**config.mk**
```make
export PLATFORM = sky130hd
export DESIGN_NAME = light_conflict_monitor
export DESIGN_NICKNAME = d
export VERILOG_FILES = /design/src/rtl/light_pkg.sv /design/src/rtl/conflict_detect.sv /design/src/rtl/light_conflict_monitor.sv
export SDC_FILE = /design/constraint.sdc
export NUM_CORES = 1
export LEC_CHECK = 0
export ABC_CLOCK_PERIOD_IN_PS = 2190
export CAP_MARGIN = 15
export CORE_ASPECT_RATIO = 1.1
export CORE_MARGIN = 4
export CORE_UTILIZATION = 37
export DETAILED_ROUTE_END_ITERATION = 8
export PLACE_DENSITY = 0.63
export SLEW_MARGIN = 5
export SYNTH_ARGS = -nofsm -noshare
export SYNTH_HDL_FRONTEND = slang
export SYNTH_SLANG_ARGS = --single-unit
```
**constraint.sdc**
```tcl
create_clock -name clk -period 2.19 [get_ports clk]
set_clock_uncertainty 0.1 [all_clocks]
set_input_delay 0.219 -clock clk [delete_from_list [all_inputs] [get_ports clk]]
set_output_delay 0.219 -clock clk [all_outputs]
set_load 0.005 [all_outputs]
```
**src/rtl/light_pkg.sv**
```systemverilog
// Shared types and constants for the light-code safety monitor.
// Light encoding, head indices, the conflicting-pair table, the illegal
// cause code and the monitor state encoding.
package light_pkg;

   typedef enum logic [1:0] {
      RED    = 2'b00,
      YELLOW = 2'b01,
      GREEN  = 2'b10,
      DARK   = 2'b11
   } light_e;

   typedef enum logic [3:0] {
      H_TH    = 4'd0,
      H_NN    = 4'd1,
      H_NS    = 4'd2,
      H_GTH   = 4'd3,
      H_GNN_L = 4'd4,
      H_GNN_R = 4'd5,
      H_PN    = 4'd6,
      H_PTH1  = 4'd7,
      H_PTH2  = 4'd8
   } head_e;

   localparam int NUM_HEADS   = 9;
   localparam int NUM_PAIRS   = 14;
   localparam int NUM_VEHICLE = 6;   // heads 0..5 are vehicle heads

   // Pair p conflicts when heads PAIR_A[p] and PAIR_B[p] are both non-red.
   localparam head_e PAIR_A [NUM_PAIRS] = '{
      H_TH, H_TH, H_TH, H_TH,
      H_GTH, H_GTH, H_GTH,
      H_PN, H_PN, H_PN,
      H_PTH1, H_PTH2, H_PTH1, H_PTH2
   };
   localparam head_e PAIR_B [NUM_PAIRS] = '{
      H_NN, H_NS, H_GNN_L, H_GNN_R,
      H_NN, H_NS, H_GNN_R,
      H_NN, H_NS, H_GTH,
      H_TH, H_TH, H_GNN_L, H_GNN_R
   };

   // Two-lamp heads have no yellow lamp, so code 01 on them is illegal.
   localparam logic [NUM_HEADS-1:0] TWO_LAMP_MASK = 9'b1_1111_1000;

   localparam logic [3:0] CAUSE_ILLEGAL = 4'd15;

   typedef enum logic [1:0] {
      S_NORMAL = 2'd0,
      S_FAULT  = 2'd1,
      S_ALLRED = 2'd2
   } state_e;

endpackage

```
**src/rtl/conflict_detect.sv**
```systemverilog
// Combinational conflict / illegal-code detector.
// Ports:
//   codes     in  9 x 2-bit light codes, indexed by head_e
//   any_cause out at least one conflict pair or illegal code present
//   cause     out prioritized cause: lowest pair index, 15 (illegal) last
module conflict_detect
   import light_pkg::*;
(
   input  logic [NUM_HEADS-1:0][1:0] codes,
   output logic                      any_cause,
   output logic [3:0]                cause
);

   logic illegal;

   always_comb begin
      illegal = 1'b0;
      for (int h = 0; h < NUM_HEADS; h++) begin
         if (TWO_LAMP_MASK[h] && (codes[h] == YELLOW)) illegal = 1'b1;
      end
   end

   // Scan from the highest pair down so the lowest active index wins.
   always_comb begin
      any_cause = illegal;
      cause     = illegal ? CAUSE_ILLEGAL : 4'd0;
      for (int p = NUM_PAIRS - 1; p >= 0; p--) begin
         if ((codes[PAIR_A[p]] != RED) && (codes[PAIR_B[p]] != RED)) begin
            any_cause = 1'b1;
            cause     = 4'(p);
         end
      end
   end

endmodule

```
**src/rtl/light_conflict_monitor.sv**
```systemverilog
// Safety monitor between the intersection FSM and the lamp drivers.
// Passes light codes through (1-cycle registered), trips a latched fault
// after a conflict persists, flashes red while faulted, and returns to
// pass-through only after operator clear plus an all-red hold.
// Ports:
//   clk, reset        clock, synchronous active-high reset
//   enable            monitor enable (NORMAL only)
//   fault_clear       operator clear, level-sampled
//   in_*              nine light codes from the FSM
//   out_*             nine light codes to the lamp drivers
//   fault             high while in FAULT
//   fsm_hold          high in FAULT and ALLRED
//   fault_pair        latched cause (pair 0-13, 15 illegal)
//
// state    | meaning
// NORMAL   | pass-through, persistence filter running
// FAULT    | flashing red, waiting for dwell + clear + clean inputs
// ALLRED   | all outputs red for ALLRED_CYCLES, then NORMAL
module light_conflict_monitor
   import light_pkg::*;
#(
   parameter int PERSIST_CYCLES   = 20,
   parameter int FLASH_HALF       = 5000,
   parameter int MIN_FAULT_CYCLES = 30000,
   parameter int ALLRED_CYCLES    = 20000
) (
   input  logic       clk,
   input  logic       reset,
   input  logic       enable,
   input  logic       fault_clear,
   input  logic [1:0] in_th,
   input  logic [1:0] in_nn,
   input  logic [1:0] in_ns,
   input  logic [1:0] in_gth,
   input  logic [1:0] in_gnn_l,
   input  logic [1:0] in_gnn_r,
   input  logic [1:0] in_pn,
   input  logic [1:0] in_pth1,
   input  logic [1:0] in_pth2,
   output logic [1:0] out_th,
   output logic [1:0] out_nn,
   output logic [1:0] out_ns,
   output logic [1:0] out_gth,
   output logic [1:0] out_gnn_l,
   output logic [1:0] out_gnn_r,
   output logic [1:0] out_pn,
   output logic [1:0] out_pth1,
   output logic [1:0] out_pth2,
   output logic       fault,
   output logic       fsm_hold,
   output logic [3:0] fault_pair
);

   localparam logic [15:0] PERSIST_C = 16'(PERSIST_CYCLES);
   localparam logic [15:0] FLASH_C   = 16'(FLASH_HALF);
   localparam logic [15:0] MIN_C     = 16'(MIN_FAULT_CYCLES);
   localparam logic [15:0] ALLRED_C  = 16'(ALLRED_CYCLES);

   logic [NUM_HEADS-1:0][1:0] codes_in;
   logic                      any_cause;
   logic [3:0]                cause;

   assign codes_in = {in_pth2, in_pth1, in_pn, in_gnn_r, in_gnn_l,
                      in_gth, in_ns, in_nn, in_th};

   conflict_detect u_detect (
      .codes     (codes_in),
      .any_cause (any_cause),
      .cause     (cause)
   );

   state_e                    state_q, state_d;
   logic [15:0]               persist_q, persist_d;
   logic [15:0]               dwell_q, dwell_d;
   logic [15:0]               flash_q, flash_d;
   logic                      phase_q, phase_d;
   logic [15:0]               allred_q, allred_d;
   logic [NUM_HEADS-1:0][1:0] out_q, out_d;
   logic                      fault_q, fault_d;
   logic                      hold_q, hold_d;
   logic [3:0]                pair_q, pair_d;

   always_comb begin
      state_d   = state_q;
      persist_d = persist_q;
      dwell_d   = dwell_q;
      flash_d   = flash_q;
      phase_d   = phase_q;
      allred_d  = allred_q;
      pair_d    = pair_q;
      out_d     = codes_in;

      case (state_q)
         S_NORMAL: begin
            if (!enable || !any_cause) begin
               persist_d = '0;
            end else if (persist_q >= PERSIST_C - 16'd1) begin
               state_d   = S_FAULT;
               pair_d    = cause;
               persist_d = '0;
               dwell_d   = '0;
               flash_d   = FLASH_C - 16'd1;
               phase_d   = 1'b0;
               out_d     = '0;
            end else if (persist_q != 16'hFFFF) begin
               persist_d = persist_q + 16'd1;
            end
         end

         S_FAULT: begin
            if (dwell_q != MIN_C) dwell_d = dwell_q + 16'd1;
            // Flash half-period timer: reload and toggle on terminal count.
            if (flash_q == 16'd0) begin
               flash_d = FLASH_C - 16'd1;
               phase_d = ~phase_q;
            end else begin
               flash_d = flash_q - 16'd1;
            end
            out_d = '0;
            for (int h = 0; h < NUM_VEHICLE; h++) begin
               out_d[h] = phase_d ? DARK : RED;
            end
            if ((dwell_q == MIN_C) && fault_clear && !any_cause) begin
               state_d  = S_ALLRED;
               allred_d = ALLRED_C - 16'd1;
               out_d    = '0;
            end
         end

         S_ALLRED: begin
            out_d = '0;
            if (allred_q == 16'd0) begin
               state_d   = S_NORMAL;
               pair_d    = 4'd0;
               persist_d = '0;
               out_d     = codes_in;
            end else begin
               allred_d = allred_q - 16'd1;
            end
         end

         default: begin
            state_d = S_NORMAL;
            out_d   = '0;
         end
      endcase

      fault_d = (state_d == S_FAULT);
      hold_d  = (state_d != S_NORMAL);
   end

   always_ff @(posedge clk) begin
      if (reset) begin
         state_q   <= S_NORMAL;
         persist_q <= '0;
         dwell_q   <= '0;
         flash_q   <= '0;
         phase_q   <= 1'b0;
         allred_q  <= '0;
         out_q     <= '0;
         fault_q   <= 1'b0;
         hold_q    <= 1'b0;
         pair_q    <= 4'd0;
      end else begin
         state_q   <= state_d;
         persist_q <= persist_d;
         dwell_q   <= dwell_d;
         flash_q   <= flash_d;
         phase_q   <= phase_d;
         allred_q  <= allred_d;
         out_q     <= out_d;
         fault_q   <= fault_d;
         hold_q    <= hold_d;
         pair_q    <= pair_d;
      end
   end

   assign out_th     = out_q[H_TH];
   assign out_nn     = out_q[H_NN];
   assign out_ns     = out_q[H_NS];
   assign out_gth    = out_q[H_GTH];
   assign out_gnn_l  = out_q[H_GNN_L];
   assign out_gnn_r  = out_q[H_GNN_R];
   assign out_pn     = out_q[H_PN];
   assign out_pth1   = out_q[H_PTH1];
   assign out_pth2   = out_q[H_PTH2];
   assign fault      = fault_q;
   assign fsm_hold   = hold_q;
   assign fault_pair = pair_q;

endmodule

```
==> out/metrics.yaml <==
placement:
  portBuffers: 45
  post-place-ws_ns: -0.563
  routabilityCongestion: 0.862
  dp_hpwl_um: 9190
  place_inst: 814
synthesis:
  avgSynthCellArea_sq_um: 8.72
  syn-num-nets: 555
  synthDominantCellAreaShare_pct: 39.6
  synthFlopType: "dfxtp_1"
  ys_seq_elements: 91
  async_flop_share_pct: 0
  synth_area_leaders: "dfxtp_1 40%, nor2_1 5.7%, a21oi_1 4.0%, xnor2_1 3.0%, a21o_1 2.9%"
  seq_area_frac_synth_pct: 39.6
  syn_area_sq_um: 4600
  yosysTopAreaCell: "dfxtp_1"
  yosysMostFrequentCell: "dfxtp_1"
  yosysWarnings: 0
  synth_edf_count: 0
  syn_inst: 528
  synth_commonest_cells: "91 x dfxtp_1, 70 x nor2_1, 37 x a21oi_1"
  synth_cell_types: 68
routing:
  ant_nets: 0
  routed_wl_um: 13400
  drt_iter0_drc: 259
  drc: 0
  via_count: 4659
  drt-pass1-iter-count: 5
  via_per_inst: 5.51
  wl_per_cell_um: 15.8
cells_and_area:
  nNetsFinal: 715
  fin_cells: 846
  nFillCells: 1042
  antenna_cells: 0
  fin_util_pct: 57.3
  drive_above_1_share_pct: 32.2
  area_delta_synth_final_pct: 50.5
critical_path:
  rrSetupSlack_ns: -0.06
  reg2reg_to: "dwell_q[7]"
  worstPathRequired_ns: 2.37
  critPathCaptureType: "flop"
  rr_worst_depth: 10
  cp_max_fo: 7
  worstSetupStartpointType: "flop"
  arrival_ns: 2.44
  criticalPathCategory: "flop to flop"
  reg2reg_from: "dwell_q[0]"
flow_run:
  drv_cap: 0
global_route:
  grt_max_degree: 35
  grt_usage_pct: 18.1
  antenna_found_initial: 0
  overflow: 0
  grt_pass1_vias: 4557
  grt_pass1_wl_um: 21400
hold_path:
  worstHoldStart: "in_pth1[1]"
  hold_end: "out_pth1[1]"
  hold_class: "input port to flop"
  holdPathStages: 2
timing:
  relSlewSlack_pct: 73.4
  min_period_ns: 2.25
  rsz0062_at_grt: "yes"
  finalSetupViolations: 4
  tightest_slew_ns: 0.397
  fin_crit_sh_pct: 103
  finalHoldViolCount: 0
  maxSlewViolCount: 0
  setup_ws_ns: -0.0635
  setup-tns-final_ns: -0.137
  fmax_ghz: 0.444
clock_tree:
  path_clk_slew_ns: 0.07
  cts.sinks: 91
  clk_path_buf_depth: 2
  numCtsBuffers: 9
  cts_tree: "done"
  clk_latency_ns: 0.35
  cts-hold-fix-buffers: 0
  cts_max_level: 3
  cts_root_buf: "clkbuf_16"
floorplan:
  core_area_sq_um: 12100
  die_w_um: 114
  fp-row-count: 42
  dieArea_sq_um: 14300
  fp.dieH_um: 125
  ios: 46
  initial_core_util_pct: 38.1
run_status:
  failed_checks: "negative setup slack"
  status: "finished with violations"
pwr:
  p_total_mw: 3.51
  p_leak_nw: 2.85
  peakVddDrop_mv: 0.337
  p_per_area_nw_per_um2: 507
repair_timing:
action                                  4_1_cts  5_1_grt
cloned                                        3        0
pin swaps                                    19       26
endpoints found under the setup margin       60       83
buffers inserted                              7        7
gates resized for setup                      45       67
per-stage QoR:
| step | hold WS (ns) | cell area (sq um) |
|---|---|---|
| final | 0.0982 | 6920 |
| after global routing | 0.106 | 6920 |
| after CTS | 0.363 | 6610 |
| after detailed placement | 0.366 | 6010 |
| after global placement | 0.357 | 6010 |
| after floorplan | 0.229 | 4610 |
layout make-up:
cell class / count / area, sq um / area share (%)
Tap cell: 154 / 193 / 2.78
Multi-Input combinational cell: 401 / 3050 / 44.1
Inverter: 19 / 71.3 / 1.03
Clock buffer: 12 / 267 / 3.85
Clock inverter: 3 / 22.5 / 0.325
Sequential cell: 91 / 1830 / 26.4
Timing Repair Buffer: 166 / 1490 / 21.5
worst max path at each step:
stage	from	to	cells past startpoint
final	dwell_q[0]	dwell_q[7]	10
after detailed placement	in_pth1[1]	dwell_q[10]	10
after global routing	dwell_q[0]	dwell_q[7]	10
after floorplan	dwell_q[0]	dwell_q[4]	8
after global placement	in_pth1[1]	dwell_q[10]	10
after CTS	dwell_q[0]	dwell_q[7]	10
placed cells by master, fill, tap and decap left out, types with 8 or more instances in the layout:
master / n
buf_4: 109
dlymetal6s2s_1: 12
nor3_1: 22
xor2_1: 8
mux2i_1: 9
nand2b_1: 10
a21o_1: 17
inv_1: 17
a211oi_1: 8
a21oi_1: 29
xnor2_1: 15
clkbuf_16: 9
and2_1: 8
nand2_1: 22
nand4_1: 11
nor2_1: 64
a31oi_1: 8
nand3_1: 10
and3_1: 8
clkdlybuf4s50_1: 31
dfxtp_1: 87
where the power goes:
group / total [mW] / internal [mW] / switching (mW) / leakage, nW
Sequential: 1.68 / 1.67 / 0.00649 / 0.740
Clock: 1.51 / 0.859 / 0.654 / 0.145
Combinational: 0.320 / 0.170 / 0.150 / 1.97
metal layers:
layer	track usage (%)	part of all wire [%]	vias up
met5	0	0	-
met4	6.08	1.6	0
met3	3.72	4.0	19
met2	30.9	51	104
met1	22.6	43	2254
li1	-	-	2282
state kept, by name, summed over array words and instances, names as in the netlist, 4 cells and up:
signal and cells:
fault_pair 4, flash_q 16, allred_q 16, dwell_q 16, persist_q 16
cells by family (layout without fill, tap and decap cells):
logic type / Yosys count / count (layout) / synth area share (%)
compound gates: 138 / 139 / 21.1
flops: 91 / 91 / 39.6
simple gates: 223 / 223 / 27.8
buf+inv: 37 / 200 / 3.40
xor+xnor: 24 / 24 / 4.57
fa+ha+maj: 5 / 5 / 1.36
mux: 10 / 10 / 2.20
critical path: stages (launching register included):
cell      delay (ns)
dfxtp_2         0.34
inv_2           0.04
ha_4            0.15
nor4bb_4        0.15
a41oi_4         0.26
buf_6           0.13
a21o_1          0.14
o21ai_4         0.09
buf_6           0.14
or4_4           0.51
a21oi_2         0.14
Note: power is estimated with default switching activity, not from simulation.
